<file path="config.mk">
export PLATFORM = sky130hd
export DESIGN_NAME = armleosoc_timebase
export DESIGN_NICKNAME = d
export VERILOG_FILES = /design/src/rtl/armleosoc_timebase_pkg.sv /design/src/rtl/armleosoc_sync_edge.sv /design/src/rtl/armleosoc_timebase.sv
export SDC_FILE = /design/constraint.sdc
export NUM_CORES = 1
export LEC_CHECK = 0
export BUFFER_PORTS_ARGS = -buffer_cell sky130_fd_sc_hd__buf_2
export CORE_AREA = 2 2 109 111
export CTS_CLUSTER_DIAMETER = 50
export CTS_CLUSTER_SIZE = 16
export DETAILED_ROUTE_END_ITERATION = 12
export DIE_AREA = 0 0 111 113
export GPL_TIMING_DRIVEN = 0
export PLACE_DENSITY = 0.91
export SYNTH_ARGS = -nofsm -noshare
export SYNTH_HDL_FRONTEND = slang
export SYNTH_SLANG_ARGS = --single-unit
</file>
<file path="constraint.sdc">
create_clock -name clk -period 4.6 [get_ports clk]
set_input_delay 0.23 -clock clk [delete_from_list [all_inputs] [get_ports clk]]
set_output_delay 0.23 -clock clk [all_outputs]
set_load 0.05 [all_outputs]
</file>
<file path="src/rtl/armleosoc_timebase_pkg.sv">
// Shared constants and helpers for the mtime timebase: register offsets, CTRL bits, ID.
package armleosoc_timebase_pkg;

  localparam int unsigned TB_DATA_W = 32;
  localparam int unsigned TB_OFFS_W = 5;
  localparam int unsigned TB_BE_W   = 4;

  localparam logic [TB_OFFS_W-1:0] TB_CTRL  = 5'h00;
  localparam logic [TB_OFFS_W-1:0] TB_STEP  = 5'h04;
  localparam logic [TB_OFFS_W-1:0] TB_PHASE = 5'h08;
  localparam logic [TB_OFFS_W-1:0] TB_TICKS = 5'h0C;
  localparam logic [TB_OFFS_W-1:0] TB_ID    = 5'h10;

  localparam int unsigned CTRL_EN  = 0;
  localparam int unsigned CTRL_SRC = 1;
  localparam int unsigned CTRL_W   = 2;

  localparam logic [TB_DATA_W-1:0] TB_ID_VALUE = 32'h5442_0001;

  // Byte-lane merge of a bus write into an existing register value.
  function automatic logic [TB_DATA_W-1:0] be_merge(
    input logic [TB_DATA_W-1:0] old_val,
    input logic [TB_DATA_W-1:0] wdata,
    input logic [TB_BE_W-1:0]   be
  );
    logic [TB_DATA_W-1:0] merged;
    merged = old_val;
    for (int i = 0; i < int'(TB_BE_W); i++) begin
      if (be[i]) merged[i*8 +: 8] = wdata[i*8 +: 8];
    end
    return merged;
  endfunction

endpackage

</file>
<file path="src/rtl/armleosoc_sync_edge.sv">
// Multi-flop synchroniser for an asynchronous input followed by a rising-edge detector.
module armleosoc_sync_edge #(
  parameter int unsigned SYNC_STAGES = 2
) (
  input  logic clk,
  input  logic rst_n,
  input  logic async_in,
  output logic rise_c
);

  logic [SYNC_STAGES-1:0] sync_q, sync_d;
  logic                   edge_q, edge_d;

  always_comb begin
    sync_d = {sync_q[SYNC_STAGES-2:0], async_in};
    edge_d = sync_q[SYNC_STAGES-1];
    rise_c = sync_q[SYNC_STAGES-1] & ~edge_q;
  end

  always_ff @(posedge clk or negedge rst_n) begin
    if (!rst_n) begin
      sync_q <= '0;
      edge_q <= 1'b0;
    end else begin
      sync_q <= sync_d;
      edge_q <= edge_d;
    end
  end

endmodule

</file>
<file path="src/rtl/armleosoc_timebase.sv">
// mtime_increment pulse generator: NCO phase accumulator or synchronised external RTC tick,
// configured through a simple register bus.
module armleosoc_timebase
  import armleosoc_timebase_pkg::*;
#(
  parameter int unsigned ADDR_WIDTH  = 16,
  parameter int unsigned SYNC_STAGES = 2,
  parameter logic        RESET_EN    = 1'b1,
  parameter logic [31:0] RESET_STEP  = 32'h0100_0000
) (
  input  logic                  clk,
  input  logic                  rst_n,
  input  logic [ADDR_WIDTH-1:0] address,
  input  logic                  write,
  input  logic                  read,
  input  logic [31:0]           write_data,
  input  logic [3:0]            write_byteenable,
  output logic [31:0]           read_data,
  output logic                  address_error,
  output logic                  write_error,
  input  logic                  rtc_tick,
  output logic                  mtime_increment
);

  logic [CTRL_W-1:0]    ctrl_q, ctrl_d;
  logic [TB_DATA_W-1:0] step_q, step_d;
  logic [TB_DATA_W-1:0] phase_q, phase_d;
  logic [TB_DATA_W-1:0] ticks_q, ticks_d;
  logic                 inc_q, inc_d;

  logic [TB_OFFS_W-1:0] offset_c;
  logic                 wr_c;
  logic                 nco_en_c, ext_en_c;
  logic [TB_DATA_W:0]   sum_c;
  logic [TB_DATA_W-1:0] ctrl_wr_c;
  logic                 rise_c;
  logic                 unused_ok;

  assign unused_ok = ^{read, address[ADDR_WIDTH-1:5], address[1:0]};

  armleosoc_sync_edge #(.SYNC_STAGES(SYNC_STAGES)) u_rtc_sync (
    .clk      (clk),
    .rst_n    (rst_n),
    .async_in (rtc_tick),
    .rise_c   (rise_c)
  );

  // Register decode and combinational read path.
  always_comb begin
    offset_c      = {address[4:2], 2'b00};
    address_error = 1'b0;
    read_data     = '0;
    case (offset_c)
      TB_CTRL:  read_data = {{(TB_DATA_W-CTRL_W){1'b0}}, ctrl_q};
      TB_STEP:  read_data = step_q;
      TB_PHASE: read_data = phase_q;
      TB_TICKS: read_data = ticks_q;
      TB_ID:    read_data = TB_ID_VALUE;
      default:  address_error = 1'b1;
    endcase
    write_error = write & (offset_c == TB_ID);
    wr_c        = write & ~address_error;
  end

  // Next-state: register writes, NCO accumulate, source mux and tick counter.
  always_comb begin
    ctrl_d    = ctrl_q;
    step_d    = step_q;
    phase_d   = phase_q;
    ticks_d   = ticks_q;
    inc_d     = 1'b0;
    nco_en_c  = ctrl_q[CTRL_EN] & ~ctrl_q[CTRL_SRC];
    ext_en_c  = ctrl_q[CTRL_EN] & ctrl_q[CTRL_SRC];
    sum_c     = {1'b0, phase_q} + {1'b0, step_q};
    ctrl_wr_c = be_merge({{(TB_DATA_W-CTRL_W){1'b0}}, ctrl_q}, write_data, write_byteenable);

    if (nco_en_c) begin
      phase_d = sum_c[TB_DATA_W-1:0];
      inc_d   = sum_c[TB_DATA_W];
    end else if (ext_en_c) begin
      inc_d = rise_c;
    end

    if (inc_q) ticks_d = ticks_q + 32'd1;

    if (wr_c) begin
      case (offset_c)
        TB_CTRL:  ctrl_d = ctrl_wr_c[CTRL_W-1:0];
        TB_STEP:  step_d = be_merge(step_q, write_data, write_byteenable);
        TB_PHASE: begin
          phase_d = be_merge(phase_q, write_data, write_byteenable);
          if (nco_en_c) inc_d = 1'b0;
        end
        TB_TICKS: ticks_d = be_merge(ticks_q, write_data, write_byteenable);
        default:  ;
      endcase
    end
  end

  always_ff @(posedge clk or negedge rst_n) begin
    if (!rst_n) begin
      ctrl_q  <= {1'b0, RESET_EN};
      step_q  <= RESET_STEP;
      phase_q <= '0;
      ticks_q <= '0;
      inc_q   <= 1'b0;
    end else begin
      ctrl_q  <= ctrl_d;
      step_q  <= step_d;
      phase_q <= phase_d;
      ticks_q <= ticks_d;
      inc_q   <= inc_d;
    end
  end

  assign mtime_increment = inc_q;

endmodule
</file>
# --- Word-level counts from Yosys, hierarchy flattened ---
# Cells that the tools add are included.
totals:
  ff_bits: 102
  elab_cells: 62
  out_inout_bits: 35
classes:
  reduce_logical: 8
  bitwise_logic: 7
  n_eq_ne: 12
  addsub: 2
  muxes: 17
ops:
  columns: ["op", "count"]
  rows:
  - ["two-way mux 32 bit", 6]
  - ["one-hot mux 32 bit (5 select lines)", 1]
  - ["adder 32 x 32 -> 33 bit", 1]
  - ["adder 32 x 1 -> 32 bit, second input constant", 1]
  - ["two-way mux 8 bit", 4]
  - ["inequality test 3 bit, second input constant", 8]
  - ["AND reduction 3 bit", 5]
  - ["== test 3 x 2 -> 1 bit, second input constant", 2]
  - ["two-way mux 1 bit", 6]
  - ["bitwise AND 1 bit", 5]
  - ["zero test 5 bit", 1]
  - ["OR reduction 5 bit", 1]
  - ["== test 3 x 1 -> 1 bit, second input constant", 1]
  - ["== test 3 bit, second input constant", 1]
  - ["zero test 3 bit", 1]
  - ["NOT 1 bit", 2]

# --- Depth between registers and ports, before layout ---
logic_depth:
  ltp_word: 7
  mapped_depth: 11

# --- By module ---
# A second synthesis with hierarchy kept.
hier_totals:
  cells_unflattened: 809
  hier_area_um2: 7199.4
by_module_without_submodules:
  columns: ["mod", "n_inst", "area_per_inst_um2", "cells_each", "seq_area_each_um2"]
  rows:
  - ["armleosoc_timebase", 1, 7110.6, 805, 2479.9]
  - ["armleosoc_sync_edge", 1, 88.8, 4, 75.1]

# --- Worst setup path before layout ---
# No wires, ideal clock.
synth_timing:
  path_kind: "reg-to-reg"
  from: "reg step_q[0]"
  to: "reg phase_q[28]"
  setup_slack_ps: 2031
  path_stages_with_launch: 12
  arrival_time_ps: 2433
  cell_sequence: "dfrtp_1 > ha_1 > fa_1 > a211oi_1 > o211ai_1 > nand3_2 > a211oi_2 > nor2_2 > o21ai_2 > a311oi_2 > xor2_1 > a21oi_1"
synth_between:
  elab_chain_len: 4
synth_lines:
  columns: ["item", "line", "text"]
  rows:
  - ["start, declared", "armleosoc_timebase.sv:26", "logic [TB_DATA_W-1:0] step_q, step_d;"]
  - ["start signal, assigned", "armleosoc_timebase.sv:109", "step_q <= step_d;"]
  - ["adder 32 x 32 -> 33 bit *", "armleosoc_timebase.sv:74", "sum_c = {1'b0, phase_q} + {1'b0, step_q};"]
  - ["two-way mux 32 bit *", "armleosoc_timebase.sv:77", "if (nco_en_c) begin"]
  - ["two-way mux 32 bit", "armleosoc_timebase.sv:87", "case (offset_c)"]
  - ["two-way mux 32 bit *", "armleosoc_timebase.sv:86", "if (wr_c) begin"]
  - ["end signal, assigned", "armleosoc_timebase.sv:110", "phase_q <= phase_d;"]
  - ["end, declared", "armleosoc_timebase.sv:27", "logic [TB_DATA_W-1:0] phase_q, phase_d;"]
# Every way passes the cells marked *; elsewhere a longest branch is shown, timed or not.
# A chain may end at the register's enable or synchronous reset.

# --- Worst setup path in the final report ---
# Ends and elaborated chain as after synthesis.

==> impl_metrics.ini <==
[sta]
rsz0062_at_grt = false
slew_violations = 0
fin_crit_sh_pct = 68.3
skew_ns = 0.0129
slew-limit-headroom_pct = 47.5
tns_ns = 0
fmax_ghz = 0.318
period_minus_slack_ns = 3.14
setup_viol = 0
hold_viol = 0
whs_ns = 0.142
max_slew.worst_pin.slew_ns = 0.788

[layout]
final_nets = 971
drive_above_1_share_pct = 21.8
stdcell_count = 1028
num_antenna_cells = 0
most-common-layout-cells = nor2_1 (104), dfrtp_1 (100), buf_2 (76)
final_common_cell = nor2_1
syn_to_final_growth_pct = 12.6

[setup_path]
critical_path_required_ns = 4.82
worstRegToRegCells = 11
setup.worst_path.start_class = flop
arrival_ns = 3.36
crit_fanout = 4
reg2reg_from = step_q[0]
crit_path_end_kind = flop
worst-r2r-setup-slack_ns = 1.46
r2r-end = phase_q[28]
worst-setup-path-type = reg -> reg

[worst_hold_path]
min_path_type = in -> reg
whs_endpoint = step_q[8]
worstHoldPathCells = 2
hold_start = write_data[8]

[synthesis]
synth-simple-area-share_pct = 18.3
synthArstFlopShare_pct = 100
synth_area_sq_um = 7100
synth_top_family_by_area = compound AO/OA/AOI/OAI gates
ys_ff_latch = 102
synth_edf_count = 0
syn_avg_cell_area_sq_um = 8.97
synth_nets = 882
synth_ff_type = dfrtp_1
synth_cell_types = 70
synthAdderAreaFrac_pct = 6.10
synthCells = 791
synthXorXnorAreaFrac_pct = 2.96
synth-compound-area-share_pct = 22.7
yosysWarnings = 0
ys_seq_area_share_pct = 36.0
synth_mux_area_share_pct = 10.9

[routing]
dr_wl_met2_um = 9660
vias = 7081
ant_nets = 0
top_layer = met4
drtIter0Drc = 769
drt-total-wl_um = 21500
firstDrtPassIters = 9
via_per_inst = 6.89
drt-met1-wl_um = 8380
drc = 0
wl_met3_um = 2450
wl_per_cell_um = 20.9

[clock_tree]
cts_resized = 0
ctsHtreeMaxLevel = 3
cts_sinks = 102
clkTransAtPathRegs_ns = 0.08
cts-root-buf = clkbuf_16
clk_latency_ns = 0.37
cts_tree = done
cts_buffers = 9
clockBufferDepth = 2
hold_buffers = 2
post-cts-setup-buffers = 0

[pwr]
power_density_nw_per_um2 = 600
leakagePower_nw = 3.56
peakVddDrop_uv = 373

[place]
globalplace.congestion = 0.979
io_buffers = 75
hpwl_um = 15300
post-place-cells = 1010

[die]
initial_core_util_pct = 63.0
die_x_um = 111
io_pins = 92
design.die.area_sq_um = 12500
die_y_um = 113
core_sq_um = 11300
rows = 39

[global_routing]
grt_pass1_vias = 6677
grt_usage_pct = 34.2
grt_first_pass_wirelength_um = 34000
antenna_found_initial = 0
grt_overflow = 0
grt_max_degree = 66

[job]
drv_cap = 0

[status]
status = finished clean
==> kinds of logic after synthesis <==
| family | Yosys count |
|---|---|
| DFF | 102 |
| AOI/OAI and AO/OA | 242 |
| adders and majority gates | 34 |
| xor gates and xnor gates | 24 |
| muxes | 68 |
| and+or+nand+nor | 270 |
| buffers and inverters | 51 |
==> sequential cells by signal, summed over array words and instances, names as in the netlist <==
register / flops
u_rtc_sync.edge_q: 1
ticks_q: 32
phase_q: 32
ctrl_q: 2
u_rtc_sync.sync_q: 2
mtime_increment: 1
step_q: 32
==> report_power, final <==
group / switching (W) / total, W / internal (W)
registers: 0.000307 / 0.00150 / 0.00119
logic: 0.00151 / 0.00254 / 0.00103
clock network: 0.000371 / 0.000760 / 0.000389
==> cell usage after synthesis (all sizes together), types with 11 or more instances <==
cell type / number / area [sq um]
o22ai: 30 / 188
nand2: 52 / 195
mux2: 64 / 721
nor2: 106 / 408
xor2: 17 / 149
inv: 11 / 41.3
a211oi: 15 / 123
ha: 33 / 413
nand3: 33 / 180
o21ai: 40 / 215
and3: 17 / 108
dfrtp: 100 / 2500
a21oi: 66 / 334
a21o: 18 / 135
a22oi: 38 / 285
clkbuf: 32 / 121
nor3: 18 / 95.1
==> per-stage QoR <==
step | setup WS (ns) | utilization (%) | power (W) | cell area [sq um]
2_1_floorplan | 2.03 | - | 0.00338 | 7100
3_3_place_gp | 1.59 | 67.9 | 0.00386 | 7650
3_5_place_dp | 1.56 | 68.2 | 0.00395 | 7680
4_1_cts | 1.52 | 70.9 | 0.00473 | 7990
5_1_grt | 1.32 | 70.9 | 0.00509 | 7990
6_report | 1.46 | 70.9 | 0.00479 | 7990
==> worst max-delay path, cell delays in order, from the launching register on <==
cell      delay, ns
dfrtp_1        0.40
ha_1           0.23
fa_1           0.44
a211oi_1       0.35
o211ai_1       0.28
nand3_2        0.15
a211oi_2       0.10
nor2_2         0.27
o21ai_2        0.11
a311oi_2       0.40
xor2_1         0.18
a21oi_1        0.08
==> worst max-delay path by stage <==
stage / from / to
detailed placement: step_q[0] / phase_q[28]
finish: step_q[0] / phase_q[28]
floorplan: step_q[0] / phase_q[28]
CTS: step_q[0] / phase_q[28]
global route: step_q[0] / phase_q[28]
global placement: step_q[0] / phase_q[28]
==> metal layers <==
layer  GRT usage [%]  up-vias
met5               0        -
met4            18.2        0
met3            9.16       97
met2            52.8      500
met1            44.3     3341
li1                -     3143
==> area by class of cell <==
class,instances,area (sq um)
clock inverter,6,50.0
fill,867,3280
clock buffer,10,239
timing repair buffer,78,425
tap,143,179
inverter,11,41.3
buffer,40,175
multi-input combinational,638,4330
sequential,102,2550
(Power assumes the default switching activity.)
